$ cat config.mk
export PLATFORM = sky130hd
export DESIGN_NAME = seq_alu
export DESIGN_NICKNAME = d
export VERILOG_FILES = /design/src/rtl/alu_pkg.sv /design/src/rtl/seq_muldiv_core.sv /design/src/rtl/seq_alu.sv
export SDC_FILE = /design/constraint.sdc
export NUM_CORES = 1
export LEC_CHECK = 0
export BUFFER_PORTS_ARGS = -buffer_cell sky130_fd_sc_hd__buf_4
export CAP_MARGIN = 20
export CORE_ASPECT_RATIO = 1.1
export CORE_MARGIN = 1.5
export CORE_UTILIZATION = 56
export DETAILED_ROUTE_END_ITERATION = 16
export PLACE_DENSITY = 0.77
export SYNTH_ARGS = -nofsm -noshare
export SYNTH_HDL_FRONTEND = slang
export SYNTH_SLANG_ARGS = --single-unit
$ cat constraint.sdc
create_clock -name clk -period 5.2 [get_ports clk]
set_input_delay 1.04 -clock clk [delete_from_list [all_inputs] [get_ports clk]]
set_output_delay 1.04 -clock clk [all_outputs]
set_load 0.01 [all_outputs]
$ cat src/rtl/alu_pkg.sv
// ============================================================================
// Module      : alu_pkg
// Description : Shared ALU opcode encodings, sequencer states and mul/div
//               operation select.
// Revision    : 1.0 - multi-cycle ALU successor
// ============================================================================
`default_nettype none

package alu_pkg;

   // 4-bit alu_control encoding, kept compatible with the single-cycle ALU
   localparam logic [3:0] ALU_AND  = 4'd0;
   localparam logic [3:0] ALU_OR   = 4'd1;
   localparam logic [3:0] ALU_ADD  = 4'd2;
   localparam logic [3:0] ALU_MULU = 4'd3;
   localparam logic [3:0] ALU_DIVU = 4'd4;
   localparam logic [3:0] ALU_XOR  = 4'd5;
   localparam logic [3:0] ALU_SUB  = 4'd6;
   localparam logic [3:0] ALU_SLTU = 4'd7;
   localparam logic [3:0] ALU_SLT  = 4'd8;
   localparam logic [3:0] ALU_NOR  = 4'd10;

   typedef enum logic [1:0] {
      ST_IDLE = 2'd0,
      ST_MUL  = 2'd1,
      ST_DIV  = 2'd2
   } alu_state_t;

   typedef enum logic {
      MD_MUL = 1'b0,
      MD_DIV = 1'b1
   } md_op_t;

endpackage

`default_nettype wire

$ cat src/rtl/seq_muldiv_core.sv
// ============================================================================
// Module      : seq_muldiv_core
// Description : Iterative unsigned shift-add multiplier / restoring divider
//               sharing one 2*WIDTH accumulator and one add/subtract step.
// Revision    : 1.0 - multi-cycle ALU successor
// ============================================================================
`default_nettype none

module seq_muldiv_core
   import alu_pkg::*;
#(
   parameter int WIDTH = 32,
   parameter int CNT_W = $clog2(WIDTH) + 1
) (
   input  logic             clk,
   input  logic             rst,
   input  logic             start,
   input  md_op_t           op,
   input  logic [WIDTH-1:0] a,
   input  logic [WIDTH-1:0] b,
   output logic             done,
   output logic [WIDTH-1:0] res_lo,
   output logic [WIDTH-1:0] res_hi
);

   logic [2*WIDTH-1:0] r_acc;
   logic [2*WIDTH-1:0] w_acc_next;
   logic [WIDTH-1:0]   r_opnd;
   logic [CNT_W-1:0]   r_cnt;
   md_op_t             r_op;
   logic [WIDTH:0]     w_x;
   logic [WIDTH:0]     w_y;
   logic [WIDTH:0]     w_sum;
   logic               w_sub;

   // Multiply adds into the high half; divide trial-subtracts from the
   // left-shifted remainder, so the shared adder is WIDTH+1 bits.
   always_comb begin
      w_sub      = (r_op == MD_DIV);
      w_x        = w_sub ? r_acc[2*WIDTH-1:WIDTH-1] : {1'b0, r_acc[2*WIDTH-1:WIDTH]};
      w_y        = {1'b0, r_opnd};
      w_sum      = w_x + (w_sub ? ~w_y : w_y) + {{WIDTH{1'b0}}, w_sub};
      w_acc_next = r_acc;
      if (!w_sub) begin
         if (r_acc[0]) w_acc_next = {w_sum, r_acc[WIDTH-1:1]};
         else          w_acc_next = {1'b0, r_acc[2*WIDTH-1:1]};
      end else begin
         if (!w_sum[WIDTH]) w_acc_next = {w_sum[WIDTH-1:0], r_acc[WIDTH-2:0], 1'b1};
         else               w_acc_next = {r_acc[2*WIDTH-2:0], 1'b0};
      end
   end

   always_ff @(posedge clk or posedge rst) begin
      if (rst) begin
         r_acc  <= '0;
         r_opnd <= '0;
         r_cnt  <= '0;
         r_op   <= MD_MUL;
      end else if (start) begin
         r_acc  <= {{WIDTH{1'b0}}, a};
         r_opnd <= b;
         r_op   <= op;
         r_cnt  <= CNT_W'(WIDTH);
      end else if (r_cnt != '0) begin
         r_acc  <= w_acc_next;
         r_cnt  <= r_cnt - CNT_W'(1);
      end
   end

   // Result is taken from the final iteration's next-state value
   assign done   = (r_cnt == CNT_W'(1));
   assign res_lo = w_acc_next[WIDTH-1:0];
   assign res_hi = w_acc_next[2*WIDTH-1:WIDTH];

endmodule

`default_nettype wire

$ cat src/rtl/seq_alu.sv
// ============================================================================
// Module      : seq_alu
// Description : Multi-cycle execute-stage ALU with valid/ready operand
//               handshake, registered results and iterative MULU/DIVU.
// Revision    : 1.0 - multi-cycle ALU successor
// ============================================================================
`default_nettype none

module seq_alu
   import alu_pkg::*;
#(
   parameter int WIDTH = 32,
   parameter int CNT_W = $clog2(WIDTH) + 1
) (
   input  logic             clk,
   input  logic             rst,
   input  logic             in_valid,
   output logic             in_ready,
   input  logic [3:0]       alu_control,
   input  logic [WIDTH-1:0] a,
   input  logic [WIDTH-1:0] b,
   output logic             out_valid,
   output logic [WIDTH-1:0] alu_out,
   output logic [WIDTH-1:0] hi_out,
   output logic             zero,
   output logic             lsb,
   output logic             div_by_zero
);

   alu_state_t       r_state;
   alu_state_t       w_state_next;
   logic [WIDTH-1:0] w_alu_res;
   logic [WIDTH-1:0] w_res_lo;
   logic [WIDTH-1:0] w_res_hi;
   logic [WIDTH-1:0] w_core_lo;
   logic [WIDTH-1:0] w_core_hi;
   logic             w_core_done;
   logic             w_start;
   logic             w_load;
   logic             w_dbz;
   md_op_t           w_md_op;
   logic [WIDTH-1:0] r_alu_out;
   logic [WIDTH-1:0] r_hi_out;
   logic             r_out_valid;
   logic             r_dbz;

   always_comb begin
      case (alu_control)
         ALU_AND:  w_alu_res = a & b;
         ALU_OR:   w_alu_res = a | b;
         ALU_ADD:  w_alu_res = a + b;
         ALU_SUB:  w_alu_res = a - b;
         ALU_XOR:  w_alu_res = a ^ b;
         ALU_SLTU: w_alu_res = {{(WIDTH-1){1'b0}}, (a < b)};
         ALU_SLT:  w_alu_res = {{(WIDTH-1){1'b0}}, ($signed(a) < $signed(b))};
         ALU_NOR:  w_alu_res = ~(a | b);
         default:  w_alu_res = '0;
      endcase
   end

   always_ff @(posedge clk or posedge rst) begin
      if (rst) r_state <= ST_IDLE;
      else     r_state <= w_state_next;
   end

   always_comb begin
      w_state_next = r_state;
      w_start      = 1'b0;
      w_md_op      = MD_MUL;
      w_load       = 1'b0;
      w_dbz        = 1'b0;
      w_res_lo     = '0;
      w_res_hi     = '0;
      case (r_state)
         ST_IDLE: begin
            if (in_valid) begin
               if (alu_control == ALU_MULU) begin
                  w_start      = 1'b1;
                  w_state_next = ST_MUL;
               end else if (alu_control == ALU_DIVU && b == '0) begin
                  // Divide by zero resolves immediately without iterating
                  w_load   = 1'b1;
                  w_dbz    = 1'b1;
                  w_res_lo = '1;
                  w_res_hi = a;
               end else if (alu_control == ALU_DIVU) begin
                  w_start      = 1'b1;
                  w_md_op      = MD_DIV;
                  w_state_next = ST_DIV;
               end else begin
                  w_load   = 1'b1;
                  w_res_lo = w_alu_res;
               end
            end
         end
         ST_MUL, ST_DIV: begin
            if (w_core_done) begin
               w_load       = 1'b1;
               w_res_lo     = w_core_lo;
               w_res_hi     = w_core_hi;
               w_state_next = ST_IDLE;
            end
         end
         default: w_state_next = ST_IDLE;
      endcase
   end

   always_ff @(posedge clk or posedge rst) begin
      if (rst) begin
         r_alu_out   <= '0;
         r_hi_out    <= '0;
         r_out_valid <= 1'b0;
         r_dbz       <= 1'b0;
      end else begin
         r_out_valid <= w_load;
         r_dbz       <= w_dbz;
         if (w_load) begin
            r_alu_out <= w_res_lo;
            r_hi_out  <= w_res_hi;
         end
      end
   end

   seq_muldiv_core #(
      .WIDTH (WIDTH),
      .CNT_W (CNT_W)
   ) u_core (
      .clk    (clk),
      .rst    (rst),
      .start  (w_start),
      .op     (w_md_op),
      .a      (a),
      .b      (b),
      .done   (w_core_done),
      .res_lo (w_core_lo),
      .res_hi (w_core_hi)
   );

   assign in_ready    = (r_state == ST_IDLE);
   assign out_valid   = r_out_valid;
   assign alu_out     = r_alu_out;
   assign hi_out      = r_hi_out;
   assign zero        = (r_alu_out == '0);
   assign lsb         = r_alu_out[0];
   assign div_by_zero = r_dbz;

endmodule

`default_nettype wire

# Word level (Yosys, flattened, before mapping)
# Cells that the tools add are included.
[word_totals] ff_bits=171 inputBits=71 out_inout_bits=69 wordCells=91
[classes] add_sub_neg=5 order_cmp=2 n_eq_ne=16 muxes=45 bitwise=5 reduce_logical=9
[ops] op="two-way mux 64 bit" n=5
[ops] op="two-way mux 32 bit" n=9
[ops] op="one-hot mux 32 bit (8 select lines)" n=1
[ops] op="one-hot mux 32 bit (2 select lines)" n=2
[ops] op="two-way mux 33 bit" n=2
[ops] op="zero test 32 bit" n=2
[ops] op="less-than comparator 32 bit" n=2
[ops] op="adder 33 x 1 -> 33 bit" n=1
[ops] op="adder 33 bit" n=1
[ops] op="NOT 32 -> 33 bit" n=1
[ops] op="adder 32 bit" n=1
[ops] op="bitwise AND 32 bit" n=1
[ops] op="NOT 32 bit" n=1
[ops] op="bitwise OR 32 bit" n=1
[ops] op="subtractor 32 bit" n=1
[ops] op="XOR 32 bit" n=1
[ops] op="two-way mux 1 bit" n=17
[ops] op="equality test 4 x 3 -> 1 bit (second input constant)" n=4
[ops] op="two-way mux 6 bit" n=2
[ops] op="two-way mux 2 bit" n=5
[ops] op="equality test 4 x 2 -> 1 bit (second input constant)" n=2
[ops] op="equality test 4 bit (second input constant)" n=2
[ops] op="equality test 6 x 1 -> 1 bit (second input constant)" n=1
[ops] op="nonzero test 6 bit" n=1
[ops] op="other kinds (16)" n=16

# Depth between registers and ports, before layout
[depth] word_depth=8 ltp_mapped=19 mapped_depth_nobuf=13

# Modules after synthesis
# Synthesis repeated with hierarchy kept, for this count alone.
[hier_totals] cells_unflattened=2181 hier_area_um2=17438.0
[by_module_without_submodules] mod="seq_alu" n_inst=1 cells_each=1181 area_each_um2=8852.2 seq_area_each_um2=1701.6
[by_module_without_submodules] mod="seq_muldiv_core" n_inst=1 cells_each=1000 area_each_um2=8585.7 seq_area_each_um2=2577.5

# Worst setup path before layout
# OpenSTA, ideal clock, no wires.
[synth_timing] path_type="register to register" startpoint="reg u_core.r_op" endpoint="reg r_hi_out[3] (netlist: hi_out[3])" setup_ns=0.126 arrival_ns=4.394 required_ns=5.074 slack_ns=0.680 path_stages_with_launch=20 n_path_buf=7 synth_period_minus_slack_ns=4.520 cell_sequence="dfrtp_1 -> clkbuf_1 -> clkbuf_1 -> clkbuf_1 -> clkbuf_1 -> xor2_1 -> ha_1 -> buf_2 -> nand4_1 -> a211oi_2 -> o21ai_1 -> a2111o_1 -> nor4bb_1 -> nor4_2 -> buf_4 -> buf_6 -> mux2i_1 -> a21oi_1 -> a221oi_1 -> nor2_1"
[synth_via] elab_chain_cells=7 word_cells_on_any_way=9 cone_classes="2 x add/sub; 7 x mux"
[synth_rtl] item="start: declaration" line="seq_muldiv_core.sv:30" source="md_op_t r_op;"
[synth_rtl] item="start signal: assignment" line="seq_muldiv_core.sv:62" source="r_op <= op;"
[synth_rtl] item="two-way mux 33 bit, on equally long branches" line="seq_muldiv_core.sv:40, seq_muldiv_core.sv:42"
[synth_rtl] item="adder 33 bit" line="seq_muldiv_core.sv:42" source="w_sum = w_x + (w_sub ? ~w_y : w_y) + {{WIDTH{1'b0}}, w_sub};"
[synth_rtl] item="adder 33 x 1 -> 33 bit" line="seq_muldiv_core.sv:42"
[synth_rtl] item="two-way mux 64 bit, on equally long branches" line="seq_muldiv_core.sv:45, seq_muldiv_core.sv:48"
[synth_rtl] item="two-way mux 64 bit (*)" line="seq_muldiv_core.sv:44" source="if (!w_sub) begin"
[synth_rtl] item="two-way mux 32 bit (*)" line="seq_alu.sv:97" source="if (w_core_done) begin"
[synth_rtl] item="one-hot mux 32 bit (2 select lines) (*)" line="seq_alu.sv:74" source="case (r_state)"
[synth_rtl] item="end signal: assignment" line="seq_alu.sv:119" source="r_hi_out <= w_res_hi;"
[synth_rtl] item="end: declaration" line="seq_alu.sv:43" source="logic [WIDTH-1:0] r_hi_out;"
# Mark *: on every way between the ends. The rest lies on a longest branch, timed or not.
# A chain may end at the register's enable or synchronous reset.

# Final worst setup path
[layout_timing] startpoint="reg u_core.r_op" endpoint="reg r_hi_out[9] (netlist: hi_out[9])"
# Same word-level chain as after synthesis.

==> flow_summary_export.csv <==
group,metric,value,unit
outcome,status,"finished, final reports clean",
floorplanning,coreArea,0.0286,mm²
sta,relSlewSlack,30.0,%
sta,final-hold-violation-count,0,
worst_setup_path,path_class,"flop to flop",
logic_synthesis,ys.flop_type,"dfrtp_1",
worst_setup_path,crit_required,5510,ps
logic_synthesis,synth_fa_ha_area_share,11.4,%
placed_design,placed_area,0.0176,mm²
logic_synthesis,synth_seq_area_share,26.4,%
global_routing,gr-usage-all-layers,38.9,%
worst_setup_path,crit_fanout,69,
cts,clk-insertion-delay-late,450,ps
global_routing,grt_max_degree,145,
floorplanning,die_x,165,µm
logic_synthesis,syn_area,0.0162,mm²
global_routing,grt_first_pass_wirelength,89.5,mm
finish,final_cell_mix,"a21oi_1, nand2_1, nor2_1",
finish,drive_above_1_share,13.4,%
floorplanning,io_pins,140,
sta,final.period_utilization,91.3,%
floorplanning,die_y,182,µm
route,drtIter0Drc,2002,
route,ant_nets,0,
logic_synthesis,muxShareOfSynthArea,7.03,%
power,power_density,716,mW/mm²
finish,final_common_cell,"a21oi_1",
min_path,worstHoldStart,"hi_out[19]",
worst_setup_path,critPathMaxStageDelay,1010,ps
logic_synthesis,netlist_instances,2076,
floorplanning,dieArea,0.0300,mm²
worst_setup_path,rr_endpoint,"hi_out[9]",
worst_setup_path,reg2reg_from,"u_core.r_op",
power,peakVddDrop,1.27,mV
cts,cts_sinks,171,
route,vias_per_cell,6.67,
cts,root_buffer,"clkbuf_16",
cts,cts_buffer_depth,2,
logic_synthesis,synth_top_family_by_area,"compound AO/OA/AOI/OAI gates",
placed_design,gp_congestion,1.02,
cts,post_cts_buffers,0,
finish,syn_to_final_growth,12.3,%
worst_setup_path,cp-end-kind,"flop",
logic_synthesis,yosys.area_share.simple,16.8,%
logic_synthesis,ys_warn_count,0,
sta,worst_hold_slack,488,ps
global_routing,antenna_found_initial,0,
floorplanning,start_util,56.7,%
route,routed-via-count,16811,
route,drc_errors,0,
logic_synthesis,synthXorXnorAreaFrac,3.62,%
min_path,hold_class,"flop to flop",
route,wirelength,58.8,mm
logic_synthesis,synth_compound_area_share,28.7,%
finish,final_util,63.6,%
sta,clock-skew-final,11.2,ps
cts,post_cts_resized,0,
placed_design,dp_hpwl,43.8,mm
min_path,hold_end,"hi_out[19]",
global_routing,grt_overflow,0,
sta,rsz0062_at_grt,"no",
logic_synthesis,yosys-top-cells-area,"dfrtp_1, ha_1, a21oi_1",
global_routing,grt_pass1_vias,15459,
worst_setup_path,cp_slowest_cell,"dfrtp_4",
logic_synthesis,netlist-cell-type-count,81,
placed_design,port_buffers,139,
logic_synthesis,netlist.area_leader.share,26.4,%
run,maxCapViolations,0,
sta,worstMarginPinSlew,1050,ps
min_path,holdPathStages,2,
floorplanning,fp-row-count,65,
power,p_leak,0.00843,µW
cts,cts_tree,"done",
logic_synthesis,ys_ff_latch,171,
route,drt_first_pass_iters,6,
sta,report.final.slew_viol_count,0,
sta,fin_setup_tns,0,ps
worst_setup_path,arrival,5060,ps
finish,n_antenna_cell,0,
logic_synthesis,synth_nets,2293,
worst_setup_path,crit_path_cell_trace,"buf_4 > mux2_2 > ha_1 > a21o_1 > a21oi_1 > o21ai_1 > a211oi_1 > a21oi_1 > nor4_4 > buf_12 > mux2i_1 > nand2_1 > a32oi_1 > o21ai_1",
finish,nets,2356,
sta,layout_min_cycle_time,4750,ps
cts,hold_buffers,0,
worst_setup_path,r2r.worst_path.cells,14,
logic_synthesis,async_flop_share,100,%
sta,setup_viol,0,
worst_setup_path,critPathLaunchType,"flop",
logic_synthesis,avgSynthCellArea,7.81,µm²
cts,path_clk_slew,80,ps
cts,cts_buffers,17,
worst_setup_path,rrSetupSlack,450,ps
cts,h-tree-depth,4,
logic_synthesis,synth_largest_area_cell,"dfrtp_1",
sta,max_freq,211,MHz
logic_synthesis,synth_edf_count,0,
finish,fin_area,0.0182,mm²
route,wire_per_inst,23.3,µm
## cell usage after synthesis, types with 7 or more instances
| master | number |
|---|---|
| xor2_1 | 33 |
| o22ai_1 | 17 |
| dfrtp_1 | 171 |
| nand4_1 | 14 |
| a211oi_1 | 29 |
| o221ai_1 | 10 |
| buf_1 | 13 |
| o21bai_1 | 26 |
| nand2_1 | 193 |
| nor2b_1 | 21 |
| xnor2_1 | 34 |
| o21ai_1 | 16 |
| clkbuf_1 | 115 |
| or3_1 | 13 |
| inv_1 | 120 |
| or2_2 | 7 |
| nor4_1 | 29 |
| ha_1 | 143 |
| a211o_1 | 12 |
| o31ai_1 | 16 |
| o211ai_1 | 54 |
| mux2i_1 | 60 |
| nand2b_1 | 10 |
| nor2_1 | 180 |
| and3_1 | 31 |
| a221o_1 | 11 |
| a22oi_1 | 7 |
| nand3_1 | 39 |
| o21ai_0 | 173 |
| a21o_1 | 33 |
| a31oi_1 | 18 |
| a221oi_1 | 19 |
| nor3_1 | 33 |
| mux2_2 | 45 |
| and2_1 | 8 |
| a21oi_1 | 218 |
## critical path: cells and delay by family, from the launching register on
family	cells	cell delay (ps)
buffers and inverters	2	680
adders and majority gates	1	370
DFF	1	1010
and+or+nand+nor	2	450
muxes	2	590
AOI/OAI and AO/OA	7	1480
## state kept, by name, summed over array words and instances (netlist names)
register	flops
div_by_zero	1
u_core.r_op	1
out_valid	1
hi_out	32
u_core.r_cnt	6
u_core.r_acc	64
alu_out	32
u_core.r_opnd	32
r_state	2
## where the power goes
part	total [µW]	switching [µW]	internal [µW]
clock	1340	633	705
combinational	9090	5200	3890
sequential	2600	692	1910
total	13000	6530	6510
## metal layers
layer	up-vias	wire, µm	GRT usage (%)
li1	7662	-	-
met2	955	25300	56.5
met3	123	6360	8.06
met4	0	2030	14.3
met5	-	0	0
met1	8071	25200	56.5
## worst max path at each step
stage	from	end	slack (ps)
final	u_core.r_op	hi_out[9]	450
after global routing	u_core.r_op	hi_out[4]	200
after CTS	u_core.r_op	hi_out[9]	520
after detailed placement	a[0]	alu_out[30]	420
after global placement	u_core.r_op	alu_out[0]	590
after floorplan	u_core.r_op	hi_out[3]	680
## kinds of logic after synthesis
| family | Yosys count |
|---|---|
| buffers and inverters | 257 |
| XOR/XNOR | 67 |
| AO/OA/AOI/OAI | 733 |
| multiplexers | 108 |
| AND/OR/NAND/NOR | 594 |
| flip-flops | 171 |
| adder cells (fa/ha/maj) | 146 |
## layout make-up
class,instances,area (µm²)
Clock inverter,14,171
Timing Repair Buffer,180,1390
Multi-Input combinational cell,1648,11000
Fill cell,2507,10400
Inverter,121,458
Tap cell,368,460
Sequential cell,171,4280
Clock buffer,18,439
## per-stage QoR
stage                     worst slack [ps]  cells  power, µW
after CTS                              525   2520      12900
after global placement                 591   2488      11300
after detailed placement               420   2488      11400
final                                  451   2520      13000
after global routing                   198   2520      14000
after floorplan                        680   2076       9190
(Power assumes the default switching activity.)
